==> config.mk <==
export PLATFORM = sky130hd
export DESIGN_NAME = panel_btn_cond_flat
export DESIGN_NICKNAME = d
export VERILOG_FILES = /design/src/rtl/panel_btn_cond_if.sv /design/src/rtl/panel_btn_cond.sv /design/src/flat_wrapper.sv
export SDC_FILE = /design/constraint.sdc
export NUM_CORES = 1
export LEC_CHECK = 0
export ABC_AREA = 1
export CAP_MARGIN = 10
export CORE_MARGIN = 3
export CORE_UTILIZATION = 30
export CTS_CLUSTER_DIAMETER = 80
export CTS_CLUSTER_SIZE = 28
export DETAILED_ROUTE_END_ITERATION = 8
export PLACE_DENSITY = 0.5
export SETUP_SLACK_MARGIN = 0.5
export SYNTH_ARGS = -nofsm -noshare
export SYNTH_HDL_FRONTEND = slang
export SYNTH_SLANG_ARGS = --single-unit
==> constraint.sdc <==
create_clock -name clk -period 2.3 [get_ports clk]
set_input_delay 0.46 -clock clk [delete_from_list [all_inputs] [get_ports clk]]
set_output_delay 0.46 -clock clk [all_outputs]
set_load 0.02 [all_outputs]
==> src/rtl/panel_btn_cond_if.sv <==
// Front-panel button bundle between the raw panel pins and the conditioner outputs.
// master: panel/board side. It drives the raw pins and consumes levels, pulses, lamps and busy.
// slave : the conditioner. It samples the raw pins and drives everything else.
interface panel_btn_cond_if;
    // bit0 LOAD, bit1 LOOK, bit2 STEP, bit3 RUN, bit4 ENTER, bit5 STOP, bit6 RESET
    logic [6:0] btn_raw_i;
    logic [6:0] btn_level_o;
    logic [6:0] btn_pulse_o;
    logic [6:0] btn_led_o;
    logic       busy_o;

    modport master (
        output btn_raw_i,
        input  btn_level_o,
        input  btn_pulse_o,
        input  btn_led_o,
        input  busy_o
    );

    modport slave (
        input  btn_raw_i,
        output btn_level_o,
        output btn_pulse_o,
        output btn_led_o,
        output busy_o
    );
endinterface

==> src/rtl/panel_btn_cond.sv <==
// Purpose: sync + debounce seven panel buttons, emit one arbitrated press pulse per clock and lamp drive.
// Latency: raw change -> btn_level_o after DEBOUNCE_CYCLES+2 edges, -> btn_pulse_o one edge later.
// Backpressure: none; losing press/repeat requests in a cycle are dropped, never queued.
//
// Ports: clk, rst_n (async, active-low), bus (panel_btn_cond_if.slave):
//   btn_raw_i in 7, btn_level_o out 7, btn_pulse_o out 7 (0 or one-hot), btn_led_o out 7, busy_o out 1.
// Optional macro PANEL_REPEAT_EN: STEP/LOOK auto-repeat while held (REPEAT_DELAY, then every REPEAT_PERIOD).
module panel_btn_cond #(
    parameter int DEBOUNCE_CYCLES = 50000,
    parameter int CNT_W           = $clog2(DEBOUNCE_CYCLES + 1),
    parameter bit RAW_ACTIVE_LOW  = 1'b0,
    parameter int REPEAT_DELAY    = 25000000,
    parameter int REPEAT_PERIOD   = 5000000
) (
    input  logic            clk,
    input  logic            rst_n,
    panel_btn_cond_if.slave bus
);

    localparam int N = 7;

    // Button bit positions
    localparam int B_LOAD  = 0;
    localparam int B_LOOK  = 1;
    localparam int B_STEP  = 2;
    localparam int B_RUN   = 3;
    localparam int B_ENTER = 4;
    localparam int B_STOP  = 5;
    localparam int B_RESET = 6;

    logic [N-1:0]     sync1_q, sync1_d;
    logic [N-1:0]     sync2_q, sync2_d;
    logic [N-1:0]     stable_q, stable_d;
    logic [CNT_W-1:0] cnt_q [N];
    logic [CNT_W-1:0] cnt_d [N];
    logic [N-1:0]     armed_q, armed_d;
    logic [1:0]       sync_vld_q, sync_vld_d;
    logic [N-1:0]     pulse_q, pulse_d;
    logic             busy_q, busy_d;

    logic [N-1:0]     press_req;
    logic [N-1:0]     rpt_req;
    logic [N-1:0]     req;
    logic [N-1:0]     grant;

    // ------------------------------------------------------------------
    // Input stage and per-bit debounce
    // ------------------------------------------------------------------
    always_comb begin
        sync1_d  = bus.btn_raw_i ^ {N{RAW_ACTIVE_LOW}};
        sync2_d  = sync1_q;
        stable_d = stable_q;
        busy_d   = 1'b0;
        for (int i = 0; i < N; i++) begin
            cnt_d[i] = '0;
            if (sync2_q[i] != stable_q[i]) begin
                if (cnt_q[i] == CNT_W'(DEBOUNCE_CYCLES - 1)) begin
                    stable_d[i] = sync2_q[i];
                end else begin
                    cnt_d[i] = cnt_q[i] + 1'b1;
                end
            end
            // busy_q then tracks the counters in the same cycle they are nonzero
            busy_d = busy_d | (cnt_d[i] != '0);
        end
    end

    // ------------------------------------------------------------------
    // Arming: a press request needs a prior observed release. The sync
    // pipeline holds zeros for two edges after reset, so arming waits until
    // it carries real pin values; otherwise a button held through reset
    // would look released and fire on its first debounce.
    // ------------------------------------------------------------------
    always_comb begin
        sync_vld_d = sync_vld_q;
        if (sync_vld_q != 2'd2) begin
            sync_vld_d = sync_vld_q + 2'd1;
        end

        press_req = stable_q & armed_q;
        // A request consumes the arm whether or not it wins arbitration.
        armed_d   = armed_q & ~press_req;
        if (sync_vld_q == 2'd2) begin
            armed_d = armed_d | (~stable_q & ~sync2_q);
        end
    end

    // ------------------------------------------------------------------
    // Fixed-priority arbiter: RESET > STOP > LOAD > LOOK > STEP > RUN > ENTER
    // ------------------------------------------------------------------
    always_comb begin
        req   = press_req | rpt_req;
        grant = '0;
        if (req[B_RESET]) begin
            grant[B_RESET] = 1'b1;
        end else if (req[B_STOP]) begin
            grant[B_STOP] = 1'b1;
        end else if (req[B_LOAD]) begin
            grant[B_LOAD] = 1'b1;
        end else if (req[B_LOOK]) begin
            grant[B_LOOK] = 1'b1;
        end else if (req[B_STEP]) begin
            grant[B_STEP] = 1'b1;
        end else if (req[B_RUN]) begin
            grant[B_RUN] = 1'b1;
        end else if (req[B_ENTER]) begin
            grant[B_ENTER] = 1'b1;
        end
        pulse_d = grant;
    end

`ifdef PANEL_REPEAT_EN
    // ------------------------------------------------------------------
    // Auto-repeat for LOOK (timer 0) and STEP (timer 1). A timer starts at
    // cnt=1 in the cycle its press pulse is visible, so a match at
    // cnt==REPEAT_DELAY lands the repeat pulse exactly REPEAT_DELAY cycles
    // after the press pulse; later repeats count REPEAT_PERIOD the same way.
    // ------------------------------------------------------------------
    localparam int RPT_MAX = (REPEAT_DELAY > REPEAT_PERIOD) ? REPEAT_DELAY : REPEAT_PERIOD;
    localparam int RPT_W   = $clog2(RPT_MAX + 1);

    logic [1:0]       rpt_act_q, rpt_act_d;
    logic [1:0]       rpt_first_q, rpt_first_d;
    logic [RPT_W-1:0] rpt_cnt_q [2];
    logic [RPT_W-1:0] rpt_cnt_d [2];

    always_comb begin
        rpt_req = '0;
        for (int j = 0; j < 2; j++) begin
            if (rpt_act_q[j] && stable_q[B_LOOK + j] &&
                (rpt_cnt_q[j] == (rpt_first_q[j] ? RPT_W'(REPEAT_DELAY) : RPT_W'(REPEAT_PERIOD)))) begin
                rpt_req[B_LOOK + j] = 1'b1;
            end
        end
    end

    always_comb begin
        rpt_act_d   = rpt_act_q;
        rpt_first_d = rpt_first_q;
        for (int j = 0; j < 2; j++) begin
            rpt_cnt_d[j] = rpt_cnt_q[j];
            if (!stable_q[B_LOOK + j]) begin
                rpt_act_d[j]   = 1'b0;
                rpt_first_d[j] = 1'b0;
                rpt_cnt_d[j]   = '0;
            end else if (grant[B_LOOK + j] && press_req[B_LOOK + j]) begin
                rpt_act_d[j]   = 1'b1;
                rpt_first_d[j] = 1'b1;
                rpt_cnt_d[j]   = RPT_W'(1);
            end else if (rpt_req[B_LOOK + j]) begin
                // Restart the period whether or not this repeat won.
                rpt_first_d[j] = 1'b0;
                rpt_cnt_d[j]   = RPT_W'(1);
            end else if (rpt_act_q[j]) begin
                rpt_cnt_d[j] = rpt_cnt_q[j] + 1'b1;
            end
        end
    end

    always_ff @(posedge clk or negedge rst_n) begin
        if (!rst_n) begin
            rpt_act_q   <= '0;
            rpt_first_q <= '0;
            for (int j = 0; j < 2; j++) begin
                rpt_cnt_q[j] <= '0;
            end
        end else begin
            rpt_act_q   <= rpt_act_d;
            rpt_first_q <= rpt_first_d;
            for (int j = 0; j < 2; j++) begin
                rpt_cnt_q[j] <= rpt_cnt_d[j];
            end
        end
    end
`else
    assign rpt_req = '0;

    // Repeat timing parameters only matter when auto-repeat is built in.
    logic unused_rpt;
    assign unused_rpt = ^{REPEAT_DELAY, REPEAT_PERIOD};
`endif

    // ------------------------------------------------------------------
    // State registers
    // ------------------------------------------------------------------
    always_ff @(posedge clk or negedge rst_n) begin
        if (!rst_n) begin
            sync1_q    <= '0;
            sync2_q    <= '0;
            stable_q   <= '0;
            armed_q    <= '0;
            sync_vld_q <= '0;
            pulse_q    <= '0;
            busy_q     <= 1'b0;
            for (int i = 0; i < N; i++) begin
                cnt_q[i] <= '0;
            end
        end else begin
            sync1_q    <= sync1_d;
            sync2_q    <= sync2_d;
            stable_q   <= stable_d;
            armed_q    <= armed_d;
            sync_vld_q <= sync_vld_d;
            pulse_q    <= pulse_d;
            busy_q     <= busy_d;
            for (int i = 0; i < N; i++) begin
                cnt_q[i] <= cnt_d[i];
            end
        end
    end

    // ------------------------------------------------------------------
    // Outputs. The RESET lamp is hard-wired on.
    // ------------------------------------------------------------------
    assign bus.btn_level_o = stable_q;
    assign bus.btn_pulse_o = pulse_q;
    assign bus.btn_led_o   = {1'b1, stable_q[B_STOP:B_LOAD]};
    assign bus.busy_o      = busy_q;

endmodule

==> src/flat_wrapper.sv <==
// flat-port wrapper written by rule: the top's interface ports become plain ports
module panel_btn_cond_flat 
#(
    parameter int DEBOUNCE_CYCLES = 50000,
    parameter int CNT_W           = $clog2(DEBOUNCE_CYCLES + 1),
    parameter bit RAW_ACTIVE_LOW  = 1'b0,
    parameter int REPEAT_DELAY    = 25000000,
    parameter int REPEAT_PERIOD   = 5000000
)
  (clk, rst_n, bus_btn_raw_i, bus_btn_level_o, bus_btn_pulse_o, bus_btn_led_o, bus_busy_o);
  panel_btn_cond_if bus_i ();
  input  logic clk;
  input  logic rst_n;
  input wire logic [$bits(bus_i.btn_raw_i)-1:0] bus_btn_raw_i;
  output wire logic [$bits(bus_i.btn_level_o)-1:0] bus_btn_level_o;
  output wire logic [$bits(bus_i.btn_pulse_o)-1:0] bus_btn_pulse_o;
  output wire logic [$bits(bus_i.btn_led_o)-1:0] bus_btn_led_o;
  output wire logic [$bits(bus_i.busy_o)-1:0] bus_busy_o;
  assign bus_i.btn_raw_i = bus_btn_raw_i;
  assign bus_btn_level_o = bus_i.btn_level_o;
  assign bus_btn_pulse_o = bus_i.btn_pulse_o;
  assign bus_btn_led_o = bus_i.btn_led_o;
  assign bus_busy_o = bus_i.busy_o;
  panel_btn_cond #(.DEBOUNCE_CYCLES(DEBOUNCE_CYCLES), .CNT_W(CNT_W), .RAW_ACTIVE_LOW(RAW_ACTIVE_LOW), .REPEAT_DELAY(REPEAT_DELAY), .REPEAT_PERIOD(REPEAT_PERIOD)) u_core (.clk(clk), .rst_n(rst_n), .bus(bus_i));
endmodule
==> out/summary.txt <==
P_leak: 5.448 nW
Via/cell ratio: 4.433
Final slew viol count: 0
Initial antenna violation count: 0
Max-slew headroom: 0.5467
Place WS: 0.02767 ns
Area delta synth->final: 23.00%
Routed WL per cell: 13.45 um
Syn_area_per_cell: 7.410 um2
I/O pins: 31
VDD IR-drop max: 0.0004812 V
Post-placement cell area: 9163 um2
Total negative slack: 0 ns
Synth top cells by count: 238 x nand2_1, 203 x inv_1, 175 x nor2_1, 150 x dfrtp_1, 127 x nand3_1
Kind of critical path: register to register
Iteration-0 DRC Markers: 430
Pre-Repair DR Iteration Count: 5
Final worst path period need: 2.007 ns
Power per cell area: 576.1 nW/um2
Starting Density: 0.3081
Synth Register Bits: 150
Width of the die: 173.1 um
DRC: 0
Total wire length: 21360 um
Layout cells sized above 1: 0.1711
CORE AREA: 27180 um2
Worst EP arrival: 2.32 ns
Max-cap viol count: 0
Final worst path period share: 0.8725
Hold Fails Final Rpt: 0
TritonCTS Buffers: 17
Syn Nets: 1154
Mapped Cells: 1130
Num rows: 60
Main synth FF type: dfrtp_1
Clock Sinks: 150
Vias in the first global route: 7051
Final Wtd Congestion: 0.8376
Worst-path clk slew: 0.07 ns
Post-synthesis sequential area ratio: 0.4483
Via count: 7039
CP max FO: 5
HP Class: register to register
Chip height: 173.1 um
Remaining Overflow, GRT: 0
Cell area after layout: 10300 um2
Startpoint Class: register
Largest net degree at the start of global routing: 52
Post-DP HPWL: 16230 um
Cell variety after synth: 38
Clk_lat worst skew: 0.43 ns
CTS H-tree lvls: 4
Final setup fails: 0
Ys async rst share: 1.000
Root Driver: clkbuf_16
Critical Path Sink Type: register
Yosys top cell area share: 0.4483
Port bufs: 29
Synth Cell Area: 8373 um2
Worst Tran Pin Value: 0.6800 ns
Fmax: 498.3 MHz
Global Route Usage Sum: 0.1468
Warnings, synthesis: 0
First-pass GRT wire length: 35780 um
CTS tree: done
Final non-filler cell total: 1588
Final WS setup: 0.2932 ns
CP required: 2.62 ns
EDFF count, synth: 0
Die area: 29950 um2
Run status: finished, final reports clean
Number of antenna diodes: 0
Synth area leader: dfrtp_1
Clock skew: 0.01371 ns
Post-route ant nets: 0
Post-Place Cells: 1528
Area contributors post-synth: dfrtp_1 45%, nand2_1 11%, inv_1 9.1%, nor2_1 7.8%, nand3_1 7.6%
# nets final: 1227
RSZ-0062 raised after global routing: yes
Most common cell in the netlist: nand2_1
Clock Path Buffers: 2
power by group:
group | total, W | switching [W] | internal, W | leakage (nW)
combinational | 0.000338 | 0.000208 | 0.000130 | 3.17
clock | 0.00288 | 0.00122 | 0.00166 | 0.294
sequential | 0.00271 | 0.0000348 | 0.00268 | 1.99
cell type report:
type / instances / area [um2]
Clock buffer: 18 / 439.2
Fill cell: 2924 / 16880
Sequential cell: 150 / 3761
Clock inverter: 14 / 167.7
Tap cell: 372 / 465.4
Inverter: 218 / 818.3
Multi-Input combinational cell: 746 / 4036
Timing Repair Buffer: 70 / 610.6
critical path, stage by stage, from the launching register on:
cell	delay, ns
dfrtp_1	0.37
ha_2	0.21
nand3_1	0.10
nor2_1	0.14
nand2_2	0.12
nand3b_1	0.13
nand2_1	0.07
nor2_2	0.17
nand2_1	0.13
nor2_1	0.10
nand4_1	0.13
nor2_4	0.15
nand2_1	0.06
cells by family after synthesis:
logic type,Yosys count,share of synthesized area
buffers and inverters,234,0.1092
flip-flops,150,0.4483
XOR/XNOR,22,0.02301
AND/OR/NAND/NOR,646,0.3489
AO/OA/AOI/OAI,58,0.04289
other,1,0.0004479
multiplexers,4,0.004782
adder cells (fa/ha/maj),15,0.02241
metrics by stage:
stage                     power (W)    util  hold slack [ns]
final                      0.005933  0.3790           0.3504
after floorplan            0.002896       -           0.1644
after global placement     0.003044  0.3372           0.3336
after global routing       0.006205  0.3790           0.3542
after CTS                  0.006001  0.3659           0.3520
after detailed placement   0.003045  0.3372           0.3347
sequential cells by signal, summed over array words and instances, names as in the netlist:
name and count:
u_core.sync2_q 7, u_core.sync1_q 7, u_core.cnt_q 112, u_core.bus.btn_pulse_o 7, u_core.armed_q 7, u_core.bus.busy_o 1
u_core.sync_vld_q 2, u_core.bus.btn_level_o 7
layout by cell type, fill, tap and decap left out, drive strengths merged, types with 3 or more instances in the layout:
master / netlist / layout
nor3b: 3 / 3
nand2: 260 / 260
xnor2: 7 / 7
clkinv: 1 / 6
inv: 217 / 222
buf: 14 / 41
nand3b: 6 / 6
o21ai: 25 / 25
nor3: 24 / 24
nor2: 195 / 195
a22o: 7 / 7
a21oi: 13 / 13
nand4: 27 / 27
clkdlybuf4s50: 0 / 7
ha: 15 / 15
clkbuf: 2 / 19
mux2i: 4 / 4
dlygate4sd2: 0 / 19
o21bai: 9 / 9
nand3: 129 / 129
xor2: 15 / 15
dfrtp: 150 / 150
worst paths after layout:
kind | from | to | slack [ns] | cells past startpoint
max in group asynchronous | rst_n | u_core.cnt_q[101] | 1.17 | 3
hold reg to reg | u_core.sync1_q[5] | u_core.sync2_q[5] | 0.35 | 0
hold / removal | u_core.sync1_q[5] | u_core.sync2_q[5] | 0.35 | 0
setup reg to reg | u_core.cnt_q[0] | u_core.bus.busy_o | 0.29 | 12
setup / recovery | u_core.cnt_q[0] | u_core.bus.busy_o | 0.29 | 12
min in group asynchronous | rst_n | u_core.cnt_q[22] | 0.53 | 2
layer usage:
| layer | part of all wire | vias up | GRT usage |
|---|---|---|---|
| met5 | 0 | - | 0 |
| met4 | 0.012 | 0 | 0.03784 |
| met3 | 0.033 | 13 | 0.03184 |
| met2 | 0.46 | 81 | 0.2369 |
| met1 | 0.49 | 3280 | 0.2007 |
| li1 | - | 3665 | - |
timing repair:
| action | in CTS | in global routing |
|---|---|---|
| hold buffers | 1 | 0 |
| setup buffers | 8 | 19 |
| pin swaps | 8 | 25 |
| resized for setup | 54 | 56 |
| cloned | 0 | 0 |
| endpoints found under the setup margin | 24 | 3 |
| hold endpoints to repair | 4 | 0 |
No activity file was read; power rests on OpenSTA's default activity.
